## src/rtl/vc_pop_arbiter_pkg.sv

```systemverilog
`default_nettype none
// ============================================================================
// vc_arb_pkg : shared constants, state encoding and helpers for vc_pop_arbiter
// Rev 1.0
// ============================================================================
package vc_arb_pkg;

    localparam logic [1:0] IDLE = 2'd0;
    localparam logic [1:0] POP  = 2'd1;
    localparam logic [1:0] WAIT = 2'd2;

    localparam int BITNUMBER_DEF = 6;
    localparam int NUM_FIFOS_DEF = 4;
    localparam int ID_W_DEF      = 2;
    localparam int MAX_FIFOS     = 8;

    typedef enum logic [1:0] {
        ST_IDLE = IDLE,
        ST_POP  = POP,
        ST_WAIT = WAIT
    } state_t;

    function automatic logic [MAX_FIFOS-1:0] onehot(input logic [2:0] idx);
        return MAX_FIFOS'(1) << idx;
    endfunction

endpackage
`default_nettype wire

```

## src/rtl/vc_pop_arbiter_if.sv

```systemverilog
`default_nettype none
// ============================================================================
// vc_pop_arbiter_if : FIFO-side and downstream-side signals of the read arbiter
// Rev 1.0
// ============================================================================
interface vc_pop_arbiter_if
    import vc_arb_pkg::*;
#(
    parameter int BITNUMBER = BITNUMBER_DEF,
    parameter int NUM_FIFOS = NUM_FIFOS_DEF,
    parameter int ID_W      = ID_W_DEF
);
    logic [NUM_FIFOS-1:0]           can_pop;
    logic                           pause;
    logic [NUM_FIFOS*BITNUMBER-1:0] fifo_data_in;
    logic [NUM_FIFOS-1:0]           pop;
    logic [BITNUMBER-1:0]           data_out;
    logic                           valid_out;
    logic [ID_W-1:0]                grant_id;

    modport master (
        input  can_pop, pause, fifo_data_in,
        output pop, data_out, valid_out, grant_id
    );

    modport slave (
        output can_pop, pause, fifo_data_in,
        input  pop, data_out, valid_out, grant_id
    );
endinterface
`default_nettype wire

```

## src/rtl/vc_pop_arbiter_rr_pick.sv

```systemverilog
`default_nettype none
// ============================================================================
// rr_pick : round-robin priority finder over a doubled request vector
// Rev 1.0
// ============================================================================
module rr_pick
    import vc_arb_pkg::*;
#(
    parameter int NUM_FIFOS = NUM_FIFOS_DEF,
    parameter int ID_W      = ID_W_DEF
) (
    input  wire logic [NUM_FIFOS-1:0] req,
    input  wire logic [ID_W-1:0]      last,
    output logic      [ID_W-1:0]      gnt_id,
    output logic                      any
);
    logic [2*NUM_FIFOS-1:0] w_req2;
    logic [ID_W-1:0]        w_start;

    assign w_req2  = {req, req};
    assign w_start = (int'(last) >= NUM_FIFOS - 1) ? '0 : last + 1'b1;

    // Scan high-to-low so the lowest index inside the window is the last writer.
    always_comb begin
        gnt_id = '0;
        any    = 1'b0;
        for (int i = 2*NUM_FIFOS - 1; i >= 0; i--) begin
            if (i >= int'(w_start) && i < int'(w_start) + NUM_FIFOS && w_req2[i]) begin
                gnt_id = ID_W'(i % NUM_FIFOS);
                any    = 1'b1;
            end
        end
    end
endmodule
`default_nettype wire

```

## src/rtl/vc_pop_arbiter.sv

```systemverilog
`default_nettype none
// ============================================================================
// vc_pop_arbiter : round-robin read arbiter from per-channel FIFOs to one stage
// Rev 1.0
// ============================================================================
module vc_pop_arbiter
    import vc_arb_pkg::*;
#(
    parameter int BITNUMBER = BITNUMBER_DEF,
    parameter int NUM_FIFOS = NUM_FIFOS_DEF,
    parameter int ID_W      = ID_W_DEF
) (
    input  wire logic       clk,
    input  wire logic       reset,
    vc_pop_arbiter_if.master bus
);
    state_t               r_state, w_state_nxt;
    logic [NUM_FIFOS-1:0] r_pop, w_pop_nxt;
    logic [ID_W-1:0]      r_g, w_g_nxt;
    logic [ID_W-1:0]      r_last, w_last_nxt;
    logic                 r_valid, w_valid_nxt;
    logic [BITNUMBER-1:0] r_data, w_data_nxt;
    logic [ID_W-1:0]      r_gid, w_gid_nxt;

    logic [NUM_FIFOS-1:0] w_elig;
    logic [ID_W-1:0]      w_pick;
    logic                 w_any;

    assign w_elig = bus.can_pop & {NUM_FIFOS{~bus.pause}};

    rr_pick #(
        .NUM_FIFOS (NUM_FIFOS),
        .ID_W      (ID_W)
    ) u_rr_pick (
        .req    (w_elig),
        .last   (r_last),
        .gnt_id (w_pick),
        .any    (w_any)
    );

    always_comb begin
        w_state_nxt = r_state;
        w_pop_nxt   = '0;
        w_g_nxt     = r_g;
        w_last_nxt  = r_last;
        w_valid_nxt = 1'b0;
        w_data_nxt  = r_data;
        w_gid_nxt   = r_gid;

        case (r_state)
            ST_IDLE: begin
                if (w_any) begin
                    w_state_nxt = ST_POP;
                    w_pop_nxt   = NUM_FIFOS'(onehot(3'(w_pick)));
                    w_g_nxt     = w_pick;
                    w_last_nxt  = w_pick;
                end
            end
            ST_POP: begin
                w_state_nxt = ST_WAIT;
            end
            ST_WAIT: begin
                // The outstanding word always completes; eligibility only gates the next grant.
                w_valid_nxt = 1'b1;
                w_data_nxt  = bus.fifo_data_in[int'(r_g)*BITNUMBER +: BITNUMBER];
                w_gid_nxt   = r_g;
                if (w_any) begin
                    w_state_nxt = ST_POP;
                    w_pop_nxt   = NUM_FIFOS'(onehot(3'(w_pick)));
                    w_g_nxt     = w_pick;
                    w_last_nxt  = w_pick;
                end else begin
                    w_state_nxt = ST_IDLE;
                end
            end
            default: begin
                w_state_nxt = ST_IDLE;
            end
        endcase
    end

    always_ff @(posedge clk) begin
        if (reset) begin
            r_state <= ST_IDLE;
            r_pop   <= '0;
            r_g     <= '0;
            r_last  <= ID_W'(NUM_FIFOS - 1);
            r_valid <= 1'b0;
            r_data  <= '0;
            r_gid   <= '0;
        end else begin
            r_state <= w_state_nxt;
            r_pop   <= w_pop_nxt;
            r_g     <= w_g_nxt;
            r_last  <= w_last_nxt;
            r_valid <= w_valid_nxt;
            r_data  <= w_data_nxt;
            r_gid   <= w_gid_nxt;
        end
    end

    assign bus.pop       = r_pop;
    assign bus.valid_out = r_valid;
    assign bus.data_out  = r_data;
    assign bus.grant_id  = r_gid;
endmodule
`default_nettype wire

```

## src/flat_wrapper.sv

```systemverilog
// flat-port wrapper written by rule: the top's interface ports become plain ports
module vc_pop_arbiter_flat import vc_arb_pkg::*;
#(
    parameter int BITNUMBER = BITNUMBER_DEF,
    parameter int NUM_FIFOS = NUM_FIFOS_DEF,
    parameter int ID_W      = ID_W_DEF
)
  (clk, reset, bus_can_pop, bus_pause, bus_fifo_data_in, bus_pop, bus_data_out, bus_valid_out, bus_grant_id);
  vc_pop_arbiter_if #(.BITNUMBER(BITNUMBER), .NUM_FIFOS(NUM_FIFOS), .ID_W(ID_W)) bus_i ();
  input  wire logic clk;
  input  wire logic reset;
  input wire logic [$bits(bus_i.can_pop)-1:0] bus_can_pop;
  input wire logic [$bits(bus_i.pause)-1:0] bus_pause;
  input wire logic [$bits(bus_i.fifo_data_in)-1:0] bus_fifo_data_in;
  output wire logic [$bits(bus_i.pop)-1:0] bus_pop;
  output wire logic [$bits(bus_i.data_out)-1:0] bus_data_out;
  output wire logic [$bits(bus_i.valid_out)-1:0] bus_valid_out;
  output wire logic [$bits(bus_i.grant_id)-1:0] bus_grant_id;
  assign bus_i.can_pop = bus_can_pop;
  assign bus_i.pause = bus_pause;
  assign bus_i.fifo_data_in = bus_fifo_data_in;
  assign bus_pop = bus_i.pop;
  assign bus_data_out = bus_i.data_out;
  assign bus_valid_out = bus_i.valid_out;
  assign bus_grant_id = bus_i.grant_id;
  vc_pop_arbiter #(.BITNUMBER(BITNUMBER), .NUM_FIFOS(NUM_FIFOS), .ID_W(ID_W)) u_core (.clk(clk), .reset(reset), .bus(bus_i));
endmodule
```

## config.mk

```make
export PLATFORM = sky130hd
export DESIGN_NAME = vc_pop_arbiter_flat
export DESIGN_NICKNAME = d
export VERILOG_FILES = /design/src/rtl/vc_pop_arbiter_pkg.sv /design/src/rtl/vc_pop_arbiter_if.sv /design/src/rtl/vc_pop_arbiter_rr_pick.sv /design/src/rtl/vc_pop_arbiter.sv /design/src/flat_wrapper.sv
export SDC_FILE = /design/constraint.sdc
export NUM_CORES = 1
export LEC_CHECK = 0
export ABC_AREA = 1
export CORE_ASPECT_RATIO = 1.4
export CORE_MARGIN = 2
export CORE_UTILIZATION = 50
export CTS_CLUSTER_DIAMETER = 150
export DETAILED_ROUTE_END_ITERATION = 16
export DONT_BUFFER_PORTS = 1
export PLACE_DENSITY = 0.65
export SLEW_MARGIN = 20
export SYNTH_ARGS = -nofsm -noshare
export SYNTH_HDL_FRONTEND = slang
export SYNTH_SLANG_ARGS = --single-unit
```

## constraint.sdc

```tcl
create_clock -name clk -period 1.65 [get_ports clk]
set_clock_uncertainty 0.15 [all_clocks]
set_input_delay 0.33 -clock clk [delete_from_list [all_inputs] [get_ports clk]]
set_output_delay 0.33 -clock clk [all_outputs]
set_load 0.01 [all_outputs]
```

==> flow_summary.yaml, run 1 <==
finish:
  syn_to_final_growth_pct: 13.8
  drive_gt1_frac: 0.208
  diodes: 0
  layout.nets: 179
  layout_common_cells: "nor2_1 (30), o21ai_0 (18), dfxtp_1 (17)"
  register_area_um2: 385
  fill_cells: 189
  multi_input_area_um2: 578
  mostFrequentLayoutCell: "nor2_1"
drt:
  vias: 877
  dr.pass1.iters: 4
  wl_per_cell_um: 12.5
  drc: 0
  drt-initial-drc-count: 6
  ant_nets: 0
  totalWireLength_um: 2050
  viasPerCell: 5.35
global_route:
  first_global_vias: 820
  antenna_found_initial: 0
  grt_max_degree: 14
  grt_pass1_wl_um: 3240
  grt_use_total: 0.202
  grt.overflow.total: 0
yosys:
  synth_cells: 140
  synth_fp_nets: 174
  yosysWarningCount: 0
  synth_cell_type_count: 20
  syn_avg_cell_area_um2: 6.94
  netlist_area_um2: 971
  yosysSeqAreaShare: 0.392
  synth_seq_cells: 19
critical_path:
  r2r-end: "u_core.r_g[1]"
  crit_type: "register to register"
  critPathCapture: "u_core.r_g[1]"
  r2r_start: "u_core.r_last[0]"
  r2r_cells: 11
  cp_max_fo: 5
  reg2reg_slack_ns: 0.07
  start_kind: "register"
  arrival_ns: 1.63
  endpoint_kind: "register"
  cp.required_ns: 1.70
  crit_start: "u_core.r_last[0]"
clock_tree:
  h-tree-depth: 1
  cts_buffers: 3
  path_clk_slew_ns: 0.10
  insertion_delay_ns: 0.29
  clk_path_buf_depth: 2
  cts_setup_buffers: 0
  cts.sinks: 19
  cts_tree: "yes"
  cts_root_buffer: "clkbuf_4"
placement:
  hpwl_um: 1560
  routabilityCongestion: 0.714
  portBuffers: 0
floorplanning:
  coreArea_um2: 1800
  die-area_um2: 2320
  die_w_um: 41.2
  die_y_um: 56.1
  initial_utilization: 0.539
  fp-row-count: 18
  num_io_pins: 44
timing:
  rsz0062_at_grt: "yes"
  slew_headroom: 0.778
  hold_viol: 0
  fin_crit_ns: 1.58
  max_slew.worst_pin.slew_ns: 0.333
  whs_ns: 0.0315
  report.final.slew_viol_count: 0
  setup_tns_ns: 0
  max_freq_mhz: 632
  fin_crit_sh: 0.959
  setup_viol: 0
flow_run:
  cap_viol_max_count: 0
pwr:
  leakage_uw: 0.000519
  powerDensity_nw_per_um2: 1210
  max-vdd-ir-drop_mv: 0.668
status:
  outcome: "complete, no violations"
worst_hold_path:
  hold_class: "input port to register"
## registers in the layout, indices dropped and copies added (netlist names)
signal / cells
u_core.bus.pop: 4
u_core.r_state: 2
u_core.bus.grant_id: 2
u_core.bus.valid_out: 1
u_core.r_g: 2
u_core.r_last: 2
u_core.bus.data_out: 6
## area by class of cell
class / count / area share
Multi-Input combinational cell: 101 / 0.523
Sequential cell: 19 / 0.349
Inverter: 17 / 0.0578
Timing Repair Buffer: 3 / 0.0227
Tap cell: 20 / 0.0227
Clock buffer: 3 / 0.0204
Clock inverter: 1 / 0.00453
## synth_stat cells
cell / number / area share
a21oi_1: 4 / 0.021
buf_2: 2 / 0.010
buf_4: 1 / 0.0077
dfxtp_1: 19 / 0.39
ha_1: 3 / 0.039
inv_1: 14 / 0.054
inv_2: 3 / 0.012
nand2_1: 19 / 0.073
nand2_2: 2 / 0.013
nand2_4: 1 / 0.012
nand3_1: 9 / 0.046
nand3_2: 1 / 0.010
nand3b_1: 1 / 0.0077
nor2_1: 32 / 0.12
nor2_4: 1 / 0.012
nor2_8: 1 / 0.021
nor3_1: 1 / 0.0051
o21ai_0: 18 / 0.093
o21ai_1: 2 / 0.010
o22ai_1: 6 / 0.039
## report_power, final
part	switching, µW	internal, µW	leakage, µW
sequential	71.6	534	0.000155
clock	137	90.3	0.0000177
combinational	309	193	0.000346
## worst min path at each step
stage / start / end / slack, ns / depth (start not counted)
3_5_place_dp: reset / u_core.bus.valid_out / 0.26 / 1
6_report: reset / u_core.bus.data_out[0] / 0.03 / 3
5_1_grt: reset / u_core.bus.data_out[0] / 0.02 / 3
2_1_floorplan: u_core.r_state[1] / u_core.r_state[1] / 0.25 / 1
4_1_cts: reset / u_core.bus.data_out[0] / 0.02 / 3
3_3_place_gp: u_core.r_state[1] / u_core.r_state[1] / 0.26 / 1
## critical path, stage by stage, from the launching register on
cell	delay (ns)
dfxtp_2	0.36
inv_2	0.06
ha_4	0.27
inv_1	0.05
nand3_2	0.07
nand2_2	0.05
nor2_2	0.14
nand2_2	0.08
nand2_4	0.10
nor2_8	0.05
nand2_4	0.07
nand2_1	0.04
## per-stage QoR
step	cells	area (µm²)	util	setup WS [ns]	total power, µW
after detailed placement	159	993	0.551	-0.0435	1030
final	164	1100	0.613	0.0677	1340
after global routing	164	1100	0.613	-0.0284	1460
after global placement	159	993	0.551	0.0113	1020
after CTS	164	1050	0.585	0.0126	1290
after floorplan	140	971	-	0.0732	950
## per-layer routing
layer,global-route usage,vias to the layer above,share of wire
met1,0.214,381,0.39
li1,-,459,-
met5,0,-,0
met4,0.0968,0,0.017
met3,0.0240,4,0.052
met2,0.357,33,0.54
## timing repair
item,CTS,global route
hold endpoints to repair,3,0
pin swaps,2,5
setup endpoints to repair,8,8
resized for setup,5,15
cloned,0,0
hold buffers,1,0
## logic make-up (layout without fill, tap and decap cells)
kind of cell / after synthesis / count (layout) / share of synthesized area
AOI/OAI and AO/OA: 30 / 30 / 0.162
adders and majority gates: 3 / 3 / 0.0387
buffers and inverters: 20 / 24 / 0.0838
DFF: 19 / 19 / 0.392
and+or+nand+nor: 68 / 68 / 0.323
Power figures use the tool's default switching activity.
==> run 2, diff against run 1 <==
TNS_END_PERCENT = 20   (was default)
==> flow_summary.yaml, run 2 (synthesis results as in run 1) <==
status:
  outcome: "complete, no violations"
critical_path:
  endpoint_kind: "register"
  r2r_cells: 11
  crit_slowest_cell: "dfxtp_2"
  cp_max_fo: 5
  arrival_ns: 1.64
  r2r-end: "u_core.r_g[0]"
  r2r_start: "u_core.r_last[0]"
  start_kind: "register"
  reg2reg_slack_ns: 0.07
  cp.required_ns: 1.71
  crit_type: "register to register"
  cp_slowest_stage_delay_ns: 0.36
  worstPathCellList: "inv_2 -> ha_4 -> inv_1 -> nand3_2 -> nand2_1 -> nor2_2 -> nand2_2 -> nand2_4 -> nor2_8 -> nand2_2 -> nand2_1"
clock_tree:
  insertion_delay_ns: 0.29
  cts.sinks: 19
  clk_path_buf_depth: 2
  cts_root_buffer: "clkbuf_4"
  path_clk_slew_ns: 0.11
  cts_setup_buffers: 0
  cts_buffers: 3
  h-tree-depth: 1
  cts_tree: "yes"
worst_hold_path:
  whs_path_depth: 3
  hold_path_end: "u_core.bus.data_out[0]"
  hold_class: "input port to register"
  hold_start: "reset"
timing:
  slew_headroom: 0.781
  fin_crit_ns: 1.58
  setup_viol: 0
  fin_crit_sh: 0.960
  whs_ns: 0.0319
  timing.final.ws_setup_ns: 0.0656
  hold_viol: 0
  max_slew.worst_pin.slew_ns: 0.328
  rsz0062_at_grt: "yes"
  setup_tns_ns: 0
  report.final.slew_viol_count: 0
  max_freq_mhz: 631
floorplanning:
  initial_utilization: 0.539
  die_w_um: 41.2
  fp-row-count: 18
  die-area_um2: 2320
  die_y_um: 56.1
  coreArea_um2: 1800
  num_io_pins: 44
finish:
  diodes: 0
  final_util: 0.605
  fill_cells: 191
  register_area_um2: 383
  final_area_um2: 1090
  largest_reg_flops: 6
  multi_input_area_um2: 566
  layout.nets: 179
  syn_to_final_growth_pct: 12.2
  mostFrequentLayoutCell: "nor2_1"
  layout_common_cells: "nor2_1 (30), o21ai_0 (18), dfxtp_1 (17)"
  drive_gt1_frac: 0.188
drt:
  drc: 0
  vias: 872
  totalWireLength_um: 2070
  ant_nets: 0
  drt-initial-drc-count: 6
  wl_per_cell_um: 12.6
  viasPerCell: 5.32
  dr.pass1.iters: 4
global_route:
  grt_pass1_wl_um: 3240
  grt.overflow.total: 0
  antenna_found_initial: 0
  grt_max_degree: 14
  grt_use_total: 0.202
  first_global_vias: 820
pwr:
  max-vdd-ir-drop_mv: 0.689
  leakage_uw: 0.000519
  powerDensity_nw_per_um2: 1220
flow_run:
  cap_viol_max_count: 0
placement:
  routabilityCongestion: 0.714
  dpl_cell_area_um2: 993
  portBuffers: 0
  hpwl_um: 1560
  pre_cts_ws_ns: -0.0435
run 2: stage by stage:
step	cells	power (µW)
6_report	164	1330
5_1_grt	164	1440
4_1_cts	164	1290
3_5_place_dp	159	1030
3_3_place_gp	159	1020
2_1_floorplan	140	950
run 2: worst max-delay path, delay by kind of cell (launching register included):
kind,cells,cell delay (ns)
and+or+nand+nor,8,0.61
buffers and inverters,2,0.11
adders and majority gates,1,0.27
DFF,1,0.36
run 2: report_power, final:
part | total [µW] | switching (µW) | internal, µW | leakage, µW
Sequential | 604 | 71.4 | 532 | 0.000155
Combinational | 493 | 304 | 189 | 0.000346
Clock | 230 | 140 | 90.3 | 0.0000177
run 2: area by class of cell:
type | instances | share of cell area
Multi-Input combinational cell | 101 | 0.519
Sequential cell | 19 | 0.351
Timing Repair Buffer | 3 | 0.0230
Tap cell | 20 | 0.0230
Clock buffer | 3 | 0.0207
Clock inverter | 1 | 0.00459
Inverter | 17 | 0.0586
run 2: routing by layer:
metal,vias up,part of all wire,GRT usage
met5,-,0,0
met4,0,0.017,0.0968
met3,4,0.052,0.0240
met2,33,0.54,0.357
met1,375,0.39,0.214
li1,460,-,-
run 2: how the worst max path moves through the flow:
stage,slack [ns],startpoint,end
after floorplan,0.07,u_core.r_last[0],u_core.r_g[1]
after global placement,0.01,u_core.r_last[0],u_core.r_g[1]
after detailed placement,-0.04,u_core.r_last[0],u_core.r_g[1]
after CTS,0.01,u_core.r_last[0],u_core.bus.pop[1]
after global routing,-0.04,u_core.r_last[0],u_core.bus.pop[3]
final,0.07,u_core.r_last[0],u_core.r_g[0]
run 2: what timing repair did:
action	4_1_cts	5_1_grt
hold endpoints to repair	3	0
resized for setup	5	10
pin swaps	2	5
hold buffers	1	0
cloned	0	0
endpoints found under the setup margin	8	8
